==> src/rtl/pmc_dump_unit_if.sv <==
// Word-stream handshake between the PMC dump unit and the host readout path.
// The master drives the frame words; the slave applies backpressure through dump_ready.
interface pmc_dump_unit_if #(
    parameter int WIDTH = 32
);
    logic             dump_valid;
    logic             dump_ready;
    logic [WIDTH-1:0] dump_data;
    logic [7:0]       dump_index;
    logic             dump_last;

    modport master (
        output dump_valid,
        output dump_data,
        output dump_index,
        output dump_last,
        input  dump_ready
    );

    modport slave (
        input  dump_valid,
        input  dump_data,
        input  dump_index,
        input  dump_last,
        output dump_ready
    );
endinterface

==> src/rtl/pmc_dump_unit.sv <==
// Snapshots the PMC counter bank on dump_start and streams it out as
// header, counter words and a running-sum checksum over a valid/ready handshake.
//
// state    | meaning
// ---------+-----------------------------------------------------
// IDLE     | waiting for dump_start; no word valid
// SEND_HDR | presenting the header word (index 0)
// SEND_CNT | presenting snapshot[ptr] (index ptr+1)
// SEND_SUM | presenting the checksum (index N+1, dump_last high)
// DONE     | one-cycle completion pulse, then back to IDLE
module pmc_dump_unit #(
    parameter int          NUM_COUNTERS = 26,
    parameter int          WIDTH        = 32,
    parameter logic [15:0] MAGIC        = 16'hA5C3
) (
    input  logic                            clk,
    input  logic                            reset,
    input  logic [NUM_COUNTERS*WIDTH-1:0]   counters_in,
    input  logic                            dump_start,
    pmc_dump_unit_if.master                 dump,
    output logic                            busy,
    output logic                            done
);

    localparam int PTR_W = (NUM_COUNTERS > 1) ? $clog2(NUM_COUNTERS) : 1;
    localparam logic [WIDTH-1:0] HEADER    = {MAGIC, 8'h00, 8'(NUM_COUNTERS)};
    localparam logic [7:0]       SUM_INDEX = 8'(NUM_COUNTERS + 1);
    localparam logic [PTR_W-1:0] LAST_PTR  = PTR_W'(NUM_COUNTERS - 1);

    typedef enum logic [2:0] {
        IDLE     = 3'd0,
        SEND_HDR = 3'd1,
        SEND_CNT = 3'd2,
        SEND_SUM = 3'd3,
        DONE     = 3'd4
    } state_t;

    state_t             state_q;
    state_t             state_d;
    logic [PTR_W-1:0]   ptr_q;
    logic [WIDTH-1:0]   acc_q;
    logic [WIDTH-1:0]   snap_q [NUM_COUNTERS];
    logic               sending;
    logic               xfer;

    // Valid is a pure function of state, so ready never reaches an output.
    assign sending = (state_q == SEND_HDR) || (state_q == SEND_CNT) || (state_q == SEND_SUM);
    assign xfer    = sending && dump.dump_ready;

    always_ff @(posedge clk) begin
        if (reset) begin
            state_q <= IDLE;
            ptr_q   <= '0;
            acc_q   <= '0;
            for (int i = 0; i < NUM_COUNTERS; i++) begin
                snap_q[i] <= '0;
            end
        end else begin
            state_q <= state_d;
            if (state_q == IDLE && dump_start) begin
                for (int i = 0; i < NUM_COUNTERS; i++) begin
                    snap_q[i] <= counters_in[i*WIDTH +: WIDTH];
                end
                acc_q <= HEADER;
                ptr_q <= '0;
            end else if (state_q == SEND_CNT && xfer) begin
                acc_q <= acc_q + snap_q[ptr_q];
                ptr_q <= ptr_q + PTR_W'(1);
            end
        end
    end

    always_comb begin
        state_d = state_q;
        case (state_q)
            IDLE:     if (dump_start) state_d = SEND_HDR;
            SEND_HDR: if (xfer) state_d = SEND_CNT;
            SEND_CNT: if (xfer && ptr_q == LAST_PTR) state_d = SEND_SUM;
            SEND_SUM: if (xfer) state_d = DONE;
            DONE:     state_d = IDLE;
            default:  state_d = IDLE;
        endcase
    end

    always_comb begin
        dump.dump_valid = 1'b0;
        dump.dump_data  = '0;
        dump.dump_index = 8'd0;
        dump.dump_last  = 1'b0;
        busy            = 1'b0;
        done            = 1'b0;
        case (state_q)
            SEND_HDR: begin
                dump.dump_valid = 1'b1;
                dump.dump_data  = HEADER;
                busy            = 1'b1;
            end
            SEND_CNT: begin
                dump.dump_valid = 1'b1;
                dump.dump_data  = snap_q[ptr_q];
                dump.dump_index = 8'(ptr_q) + 8'd1;
                busy            = 1'b1;
            end
            SEND_SUM: begin
                dump.dump_valid = 1'b1;
                dump.dump_data  = acc_q;
                dump.dump_index = SUM_INDEX;
                dump.dump_last  = 1'b1;
                busy            = 1'b1;
            end
            DONE: begin
                busy = 1'b1;
                done = 1'b1;
            end
            default: ;
        endcase
    end

endmodule

==> src/flat_wrapper.sv <==
// flat-port wrapper written by rule: the top's interface ports become plain ports
module pmc_dump_unit_flat 
#(
    parameter int          NUM_COUNTERS = 26,
    parameter int          WIDTH        = 32,
    parameter logic [15:0] MAGIC        = 16'hA5C3
)
  (clk, reset, counters_in, dump_start, busy, done, dump_dump_valid, dump_dump_data, dump_dump_index, dump_dump_last, dump_dump_ready);
  pmc_dump_unit_if #(.WIDTH(WIDTH)) dump_i ();
  input  logic clk;
  input  logic reset;
  input  logic [NUM_COUNTERS*WIDTH-1:0] counters_in;
  input  logic dump_start;
  output logic busy;
  output logic done;
  output wire logic [$bits(dump_i.dump_valid)-1:0] dump_dump_valid;
  output wire logic [$bits(dump_i.dump_data)-1:0] dump_dump_data;
  output wire logic [$bits(dump_i.dump_index)-1:0] dump_dump_index;
  output wire logic [$bits(dump_i.dump_last)-1:0] dump_dump_last;
  input wire logic [$bits(dump_i.dump_ready)-1:0] dump_dump_ready;
  assign dump_dump_valid = dump_i.dump_valid;
  assign dump_dump_data = dump_i.dump_data;
  assign dump_dump_index = dump_i.dump_index;
  assign dump_dump_last = dump_i.dump_last;
  assign dump_i.dump_ready = dump_dump_ready;
  pmc_dump_unit #(.NUM_COUNTERS(NUM_COUNTERS), .WIDTH(WIDTH), .MAGIC(MAGIC)) u_core (.clk(clk), .reset(reset), .counters_in(counters_in), .dump_start(dump_start), .dump(dump_i), .busy(busy), .done(done));
endmodule
==> config.mk <==
export PLATFORM = sky130hd
export DESIGN_NAME = pmc_dump_unit_flat
export DESIGN_NICKNAME = d
export VERILOG_FILES = /design/src/rtl/pmc_dump_unit_if.sv /design/src/rtl/pmc_dump_unit.sv /design/src/flat_wrapper.sv
export SDC_FILE = /design/constraint.sdc
export NUM_CORES = 1
export LEC_CHECK = 0
export CORE_AREA = 2 2 343 345
export DETAILED_ROUTE_END_ITERATION = 10
export DIE_AREA = 0 0 345 347
export HOLD_SLACK_MARGIN = 0.1
export SYNTH_ARGS = -nofsm -noshare
export SYNTH_HDL_FRONTEND = slang
export SYNTH_SLANG_ARGS = --single-unit
==> constraint.sdc <==
create_clock -name clk -period 60 [get_ports clk]
set_input_delay 6 -clock clk [delete_from_list [all_inputs] [get_ports clk]]
set_output_delay 6 -clock clk [all_outputs]
set_load 0.1 [all_outputs]
==> flow_summary_export.csv, run 1 <==
group,metric,value,unit
finish,layout-drive-gt1-share,12.3,%
global_route,grt_pass1_wl,200000,um
yosys,synth_compound_area_share,3.78,%
cts,clk_pin_slew,0.06,ns
yosys,ys.flop_type,"edfxtp_1",
placed_design,dp_hpwl,109000,um
yosys,synth_warnings,0,
sta,max_freq,0.0824,GHz
finish,area_growth_syn_to_layout,33.4,%
critical_path,end_kind,"output pin",
critical_path,worstSetupPathType,"register to output pin",
cts,clockRootBuffer,"clkbuf_16",
finish,final_nets,4393,
drt,wl_per_cell,28.1,um
cts,insertion_delay,0.67,ns
placed_design,placedInstanceArea,51100,um^2
critical_path,worst-r2r-cell-count,16,
global_route,grt_max_degree,242,
drt,vias,26071,
drt,viasPerCell,5.07,
global_route,grt_util_all_layers,23.7,%
critical_path,r2r_setup_slack,52.94,ns
drt,ant_nets,0,
critical_path,cp_common_cell,"buf_4",
hold_path,hold_path_depth,2,
floorplan,core.rowCount,125,
critical_path,critPathMaxStageDelay,0.98,ns
sta,slew_viol_final,0,
sta,fin_tns_setup,0,ns
yosys,synth_edf_count,832,
pwr,p_per_area,29.4,nW/um^2
critical_path,crit_chain,"buf_4 > buf_4 > mux4_2 > nor2b_1 > a211oi_1 > a21oi_1 > mux2_2 > a22o_1 > clkdlybuf4s50_1",
hold_path,hp-class,"register to register",
finish,final_cell_area,54500,um^2
sta,period_share,20.2,%
cts,numCtsBuffers,97,
sta,tightestPinTransition,1.21,ns
sta,setup_viol,0,
floorplan,io_pins,880,
cts,cts-hold-fix-buffers,0,
yosys,synthArstFlopShare,0,%
cts,postCtsResizedCells,0,
cts,post_cts_buffers,0,
critical_path,start_kind,"register",
critical_path,crit_arrival,6.14,ns
finish,post-route-util,47.1,%
global_route,antenna_found_initial,39,
critical_path,reg2reg_to,"u_core.acc_q[31]",
pwr,power.switching,0.382,mW
yosys,synth_top_family_by_area,"simple AND/OR/NAND/NOR gates",
pwr,p_comb_share,13.0,%
hold_path,hold_start,"u_core.acc_q[13]",
sta,relSlewSlack,19.4,%
sta,finalHoldViolations,0,
floorplan,core,116000,um^2
floorplan,die_area,120000,um^2
cts,cts_tree,"built",
status,run_status,"finished clean",
yosys,syn_area,40800,um^2
yosys,ys_types,50,
yosys,synth_fa_ha_area_share,1.06,%
sta,period_needed,12.14,ns
drt,drc_errors,0,
pwr,seqPwrFrac,47.3,%
placed_design,gpl.final_weighted_congestion,0.842,
cts,cts_buffer_depth,3,
critical_path,required,54.00,ns
floorplan,start_util,35.3,%
yosys,synth.area.mux_share,14.1,%
critical_path,cp_max_fo,42,
cts,cts_max_level,3,
pwr,ir_drop,19.7,uV
drt,drt-initial-drc-count,2401,
pwr,p_leak,19.3,nW
drt,dr.pass1.iters,6,
drt,routed_wl,145000,um
critical_path,cpMaxStageDelayCell,"clkdlybuf4s50_1",
yosys,avgSynthCellArea,15.1,um^2
floorplan,die_y,347,um
yosys,synth-seq-area-share,63.4,%
sta,rsz0062_at_grt,"false",
placed_design,numPortBuffers,877,
yosys,synth_xor_xnor_area_share,0.622,%
yosys,syn_inst,2713,
global_route,gr-total-overflow,0,
hold_path,holdPathEnd,"u_core.acc_q[13]",
pwr,switching_share,23.9,%
sta,finClkSkew,0.0299,ns
pwr,p_clk_share,39.7,%
run,cap_violations,0,
yosys,yosys.area_share.simple,15.0,%
yosys,ys_ff_latch,877,
cts,cts.sinks,877,
pwr,p_int,1.22,mW
floorplan,die_w,345,um
global_route,grt_pass1_vias,26681,
[registers in the layout (all words and copies together), names as in the netlist, named ones only]
name	flops
u_core.acc_q	32
u_core.ptr_q	5
u_core.snap_q	832
u_core.state_q	3
[synth_stat cells (2+ instances only)]
library cell	number	area [um^2]
a211oi_1	41	308
a21boi_0	4	30.0
a21o_1	5	37.5
a21oi_1	98	490
a22o_1	24	210
a31oi_1	5	31.3
a41oi_1	3	26.3
and2_1	581	3630
and3_1	3	18.8
buf_1	15	56.3
buf_2	27	135
buf_4	2	15.0
buf_6	3	33.8
clkbuf_1	147	552
dfxtp_1	45	901
edfxtp_1	832	25000
ha_1	33	413
inv_1	10	37.5
mux2_2	33	372
mux2i_1	33	330
mux4_2	224	5040
nand2_1	75	282
nand2b_1	6	37.5
nand3_1	10	50.1
nand4_1	6	37.5
nor2_1	34	128
nor2b_1	291	1820
nor3_1	14	70.1
o211ai_1	7	52.6
o21a_1	4	30.0
o21ai_0	45	225
o31ai_1	3	22.5
or3_1	6	37.5
xnor2_1	20	175
xor2_1	9	78.8
[cell usage in the layout (no fill, tap or decap), drive strengths merged, types with 6 or more instances in the layout]
cell,netlist,final
mux2,33,33
o21ai,45,45
and2,581,581
ha,33,33
a211oi,41,41
xnor2,20,20
inv,10,13
clkdlybuf4s50,0,876
edfxtp,832,832
nor3,14,14
nor2,34,34
nand2b,6,6
o211ai,7,7
a21oi,98,98
mux4,224,224
nand3,10,10
mux2i,33,33
dfxtp,45,45
clkinv,0,44
or3,6,6
a22o,24,24
bufinv,0,17
nand4,6,6
nor2b,291,291
xor2,9,9
clkbuf,147,113
buf,47,27
diode,0,12
nand2,75,75
[area by class of cell]
class | instances | area [um^2]
Timing Repair Buffer | 904 | 9060
Antenna cell | 12 | 30.0
Fill cell | 10212 | 61300
Clock inverter | 67 | 833
Sequential cell | 877 | 25900
Clock buffer | 112 | 2550
Tap cell | 1524 | 1910
Multi-Input combinational cell | 1633 | 14200
Inverter | 10 | 37.5
[cell families (layout without fill, tap and decap cells)]
logic type                 Yosys count  after routing
xor gates and xnor gates            29             29
and+or+nand+nor                   1030           1030
adders and majority gates           34             34
buffers and inverters              204           1093
AOI/OAI and AO/OA                  248            248
DFF                                877            877
muxes                              290            290
other                                1             14
[power by group through the flow]
stage | logic [mW] | registers (mW) | clock network [mW]
detailed placement | 0.210 | 0.769 | 0
global placement | 0.208 | 0.769 | 0
global route | 0.222 | 0.761 | 0.668
finish | 0.208 | 0.757 | 0.635
CTS | 0.210 | 0.757 | 0.647
floorplan | 0.106 | 0.803 | 0
[metal layers]
metal / global-route usage [%] / vias up / routed length (um)
met4: 8.24 / 38 / 4770
met1: 29.4 / 13062 / 56900
met2: 40.9 / 1038 / 73000
met3: 5.16 / 210 / 9800
li1: - / 11723 / -
met5: 0 / - / 248
[worst max-delay path, delay by kind of cell (launching register included)]
kind            cells  cell delay [ns]
mux                 2             0.99
simple gates        1             0.17
flops               1             0.58
compound gates      3             1.19
buf+inv             3             2.47
[worst max path at each step]
stage                           endpoint  slack, ns  cells after the start
floorplan                       register      29.20                      5
global placement      dump_dump_data[10]      48.41                      9
detailed placement  u_core.snap_q[0][23]      48.37                      8
CTS                   dump_dump_data[10]      47.67                      9
global route           dump_dump_data[9]      47.59                      9
finish                 dump_dump_data[5]      47.86                      9
[through the flow]
step	setup WS (ns)	hold WS (ns)	power (mW)	cells
2_1_floorplan	29.20	0.449	0.909	2714
3_3_place_gp	48.41	0.459	0.977	4948
3_5_place_dp	48.37	0.470	0.979	4948
4_1_cts	47.67	0.479	1.61	5127
5_1_grt	47.59	0.496	1.65	5133
6_report	47.86	0.478	1.60	5139
No activity file was read; power rests on OpenSTA's default activity.
==> run 2, diff against run 1 <==
Clock period 60 ns to 12.05 ns, I/O delays scaled along.
==> run 2 against run 1 <==
Largest cell class unchanged; hold slack improved by 0.0058 ns; worst setup slack got worse by 42 ns; largest power group unchanged; power rose to 4.9 times the previous value.
==> flow_summary_export.csv, run 2 (synthesis results as in run 1) <==
group,metric,value,unit
pwr,ir_drop,110,uV
pwr,p_per_area,145,nW/um^2
critical_path,r2r_setup_slack,5.98,ns
placed_design,gpl.final_weighted_congestion,0.857,
global_route,grt_max_degree,203,
sta,slew_viol_final,0,
hold_path,hp-class,"register to register",
global_route,gr-total-overflow,0,
finish,largest-register,"u_core.snap_q",
floorplan,die_w,345,um
critical_path,cpMaxStageDelayCell,"clkdlybuf4s50_1",
sta,max_freq,0.152,GHz
critical_path,required,10.85,ns
drt,viasPerCell,5.07,
placed_design,numPortBuffers,877,
cts,numCtsBuffers,98,
global_route,grt_pass1_vias,26930,
placed_design,place_inst,4950,
finish,final_cell_mix,"clkdlybuf4s50_1 (876), edfxtp_1 (832), and2_1 (581), nor2b_1 (291), mux4_2 (224)",
sta,finalHoldViolations,0,
cts,cts_buffer_depth,3,
sta,setup_viol,0,
run,cap_violations,0,
drt,wl_per_cell,27.9,um
drt,routed_wl,144000,um
floorplan,die_y,347,um
sta,relSlewSlack,20.5,%
sta,tightestPinTransition,1.19,ns
floorplan,core,116000,um^2
cts,cts_max_level,3,
pwr,p_leak,19.3,nW
global_route,grt_pass1_wl,200000,um
floorplan,core.rowCount,125,
finish,area_growth_syn_to_layout,33.1,%
critical_path,end_kind,"output pin",
critical_path,critPathMaxStageDelay,1.04,ns
critical_path,crit_chain,"buf_4 > buf_4 > mux4_2 > mux4_2 > mux2_2 > nand2_1 > a21oi_1 > clkdlybuf4s50_1",
placed_design,dp_hpwl,107000,um
global_route,grt_util_all_layers,23.7,%
critical_path,cp_max_fo,53,
sta,finClkSkew,0.0257,ns
finish,final_nets,4396,
drt,dr.pass1.iters,5,
finish,stdcell_count,5143,
cts,insertion_delay,0.68,ns
critical_path,worstSetupPathType,"register to output pin",
floorplan,start_util,35.3,%
global_route,antenna_found_initial,38,
critical_path,crit_arrival,5.38,ns
drt,drt-initial-drc-count,2318,
cts,cts_tree,"built",
finish,layout-drive-gt1-share,12.2,%
finish,layout_commonest_cell,"clkdlybuf4s50_1",
hold_path,hold_start,"u_core.acc_q[11]",
floorplan,io_pins,880,
finish,largest_reg_flops,832,
cts,cts-hold-fix-buffers,0,
cts,clk_pin_slew,0.06,ns
cts,post_cts_buffers,0,
status,run_status,"finished clean",
finish,reg_top3,"u_core.snap_q (832), u_core.acc_q (32), u_core.ptr_q (5)",
sta,hold_ws,0.484,ns
sta,period_needed,6.59,ns
drt,ant_nets,0,
critical_path,start_kind,"register",
cts,cts.sinks,877,
pwr,report.power.total,7.87,mW
sta,rsz0062_at_grt,"false",
floorplan,die_area,120000,um^2
sta,fin_tns_setup,0,ns
drt,vias,26051,
cts,postCtsResizedCells,0,
cts,clockRootBuffer,"clkbuf_16",
sta,period_share,54.7,%
drt,drc_errors,0,
[run 2: worst paths after layout]
path / to / depth (start not counted)
max: dump_dump_data[23] / 8
max reg2reg: u_core.acc_q[26] / 15
min reg2reg: u_core.acc_q[11] / 2
min: u_core.acc_q[11] / 2
[run 2: per-layer routing]
layer / track usage, % / vias up / share of wire [%]
li1: - / 11713 / -
met1: 30.2 / 13100 / 40
met2: 40.0 / 1008 / 50
met3: 5.37 / 200 / 7.2
met4: 7.37 / 30 / 2.9
met5: 0 / - / 0.14
[run 2: layout make-up]
cell class                      instances  area [um^2]
Tap cell                             1524         1910
Timing Repair Buffer                  906         9070
Multi-Input combinational cell       1633        14200
Fill cell                           10308        61400
Clock inverter                         66          711
Clock buffer                          116         2560
Sequential cell                       877        25900
Inverter                               10         37.5
Antenna cell                           11         27.5
[run 2: power by group]
group	internal (mW)	total [mW]	switching (mW)	leakage (nW)
combinational	0.509	1.03	0.523	8.40
clock	1.80	3.07	1.27	1.60
sequential	3.67	3.77	0.0977	9.29
[run 2: per-stage QoR]
| stage | utilization (%) | worst slack, ns | instance area, um^2 |
|---|---|---|---|
| floorplan | - | 3.70 | 40800 |
| global placement | 44.1 | 5.94 | 51100 |
| detailed placement | 44.1 | 5.93 | 51100 |
| CTS | 47.0 | 5.31 | 54300 |
| global route | 47.0 | 5.29 | 54400 |
| finish | 47.0 | 5.46 | 54400 |
[run 2: critical path: cells and delay by family (launching register included)]
kind,cells,cell delay (ns)
AOI/OAI and AO/OA,1,0.15
and+or+nand+nor,1,0.08
muxes,3,1.40
DFF,1,0.52
buffers and inverters,3,2.41
==> run 3, diff against run 2 <==
Clock period 12.05 ns to 6.3 ns, I/O delays scaled along.
==> run 3 against run 2 <==
Clock power rose by 86%; sequential power up 91%; final cell count is 0.95% higher; largest cell class unchanged; highest routed layer unchanged.
==> flow_summary_export.csv, run 3 (synthesis results as in run 1) <==
group,metric,value,unit
sta,slew_viol_final,0,
placed_design,placedInstanceArea,51400,um^2
finish,multi_input_area,14100,um^2
placed_design,gpl.final_weighted_congestion,0.879,
drt,ant_nets,0,
finish,layout-drive-gt1-share,13.5,%
cts,postCtsResizedCells,0,
floorplan,core,116000,um^2
finish,final_cell_area,54700,um^2
sta,relSlewSlack,23.8,%
sta,setup_viol,0,
sta,rsz0062_at_grt,"false",
run,cap_violations,0,
pwr,p_per_area,273,nW/um^2
critical_path,worstSetupPathType,"register to output pin",
hold_path,holdPathEnd,"u_core.acc_q[7]",
floorplan,start_util,35.3,%
critical_path,start_kind,"register",
placed_design,numPortBuffers,877,
cts,cts_max_level,3,
critical_path,r2r_setup_slack,0.93,ns
critical_path,end_kind,"output pin",
cts,cts_buffer_depth,3,
finish,largest_reg_flops,832,
sta,period_needed,5.68,ns
drt,wl_per_cell,28.1,um
hold_path,hold_start,"u_core.acc_q[7]",
global_route,grt_util_all_layers,23.8,%
global_route,grt_pass1_vias,27055,
critical_path,reg2reg_to,"u_core.acc_q[26]",
placed_design,dp_hpwl,111000,um
sta,period_share,90.2,%
drt,vias,26287,
global_route,antenna_found_initial,59,
critical_path,worst-r2r-cell-count,15,
finish,largest-register,"u_core.snap_q",
hold_path,hp-class,"register to register",
floorplan,die_y,347,um
global_route,grt_pass1_wl,201000,um
finish,stdcell_count,5192,
cts,clockRootBuffer,"clkbuf_16",
critical_path,required,5.67,ns
floorplan,die_area,120000,um^2
global_route,grt_max_degree,159,
sta,max_freq,0.176,GHz
cts,cts_tree,"built",
cts,clk_pin_slew,0.07,ns
finish,seqCellArea,25900,um^2
cts,numCtsBuffers,98,
sta,finalHoldViolations,0,
cts,cts-hold-fix-buffers,0,
drt,dr.pass1.iters,6,
drt,viasPerCell,5.06,
floorplan,die_w,345,um
finish,area_growth_syn_to_layout,33.9,%
cts,post_cts_buffers,0,
pwr,report.power.total,14.9,mW
floorplan,io_pins,880,
critical_path,cp_max_fo,31,
drt,drc_errors,0,
placed_design,place_inst,4985,
pwr,p_leak,19.5,nW
finish,layout_commonest_cell,"clkdlybuf4s50_1",
drt,routed_wl,146000,um
cts,insertion_delay,0.69,ns
critical_path,crit_arrival,5.05,ns
finish,reg_top3,"u_core.snap_q (832), u_core.acc_q (32), u_core.ptr_q (5)",
floorplan,core.rowCount,125,
hold_path,hold_path_depth,2,
cts,cts.sinks,877,
status,run_status,"finished clean",
sta,hold_ws,0.480,ns
pwr,ir_drop,257,uV
drt,drt-initial-drc-count,2224,
sta,fin_tns_setup,0,ns
sta,tightestPinTransition,1.14,ns
finish,final_nets,4431,
sta,finClkSkew,0.0349,ns
finish,fillers,10159,
finish,final_cell_mix,"clkdlybuf4s50_1 (855), edfxtp_1 (832), and2_1 (581), nor2b_1 (291), mux4_2 (224)",
global_route,gr-total-overflow,0,
run 3: layout make-up:
cell class / instances / share of cell area, %
Clock inverter: 62 / 1.14
Clock buffer: 121 / 4.70
Inverter: 10 / 0.0687
Tap cell: 1524 / 3.49
Antenna cell: 24 / 0.110
Multi-Input combinational cell: 1633 / 25.9
Sequential cell: 877 / 47.4
Timing Repair Buffer: 941 / 17.2
run 3: power breakdown:
part / internal [mW] / switching, mW / total (mW)
clock: 3.28 / 2.43 / 5.72
sequential: 7.01 / 0.181 / 7.19
combinational: 0.997 / 1.02 / 2.02
run 3: stage by stage:
| step | setup WS (ns) | utilization (%) |
|---|---|---|
| after floorplan | 1.08 | - |
| after CTS | 0.424 | 47.2 |
| after global placement | 0.958 | 44.4 |
| after detailed placement | 0.939 | 44.4 |
| after global routing | 0.355 | 47.2 |
| final | 0.616 | 47.2 |
run 3: layer usage:
layer / part of all wire, % / GRT usage (%) / up-vias
li1: - / - / 11797
met1: 40 / 29.5 / 13205
met2: 51 / 41.6 / 1058
met3: 7.0 / 5.43 / 201
met4: 2.6 / 6.91 / 26
met5: 0.12 / 0 / -
run 3: worst max-delay path by stage:
stage                        start  cells after the start  slack (ns)                  end
after global routing      register                      8        0.35   dump_dump_data[23]
final                     register                      8        0.62   dump_dump_data[23]
after detailed placement  register                     15        0.94     u_core.acc_q[26]
after global placement    register                     15        0.96     u_core.acc_q[26]
after floorplan              reset                      4        1.08  u_core.snap_q[0][0]
after CTS                 register                      8        0.42   dump_dump_data[23]
run 3: worst max-delay path, cell delays in order (launching register included):
cell,delay [ns]
dfxtp_4,0.62
buf_12,0.27
buf_4,0.56
mux4_2,0.63
mux4_2,0.60
mux2_2,0.35
nand2_1,0.07
a21oi_1,0.15
clkdlybuf4s50_1,1.06
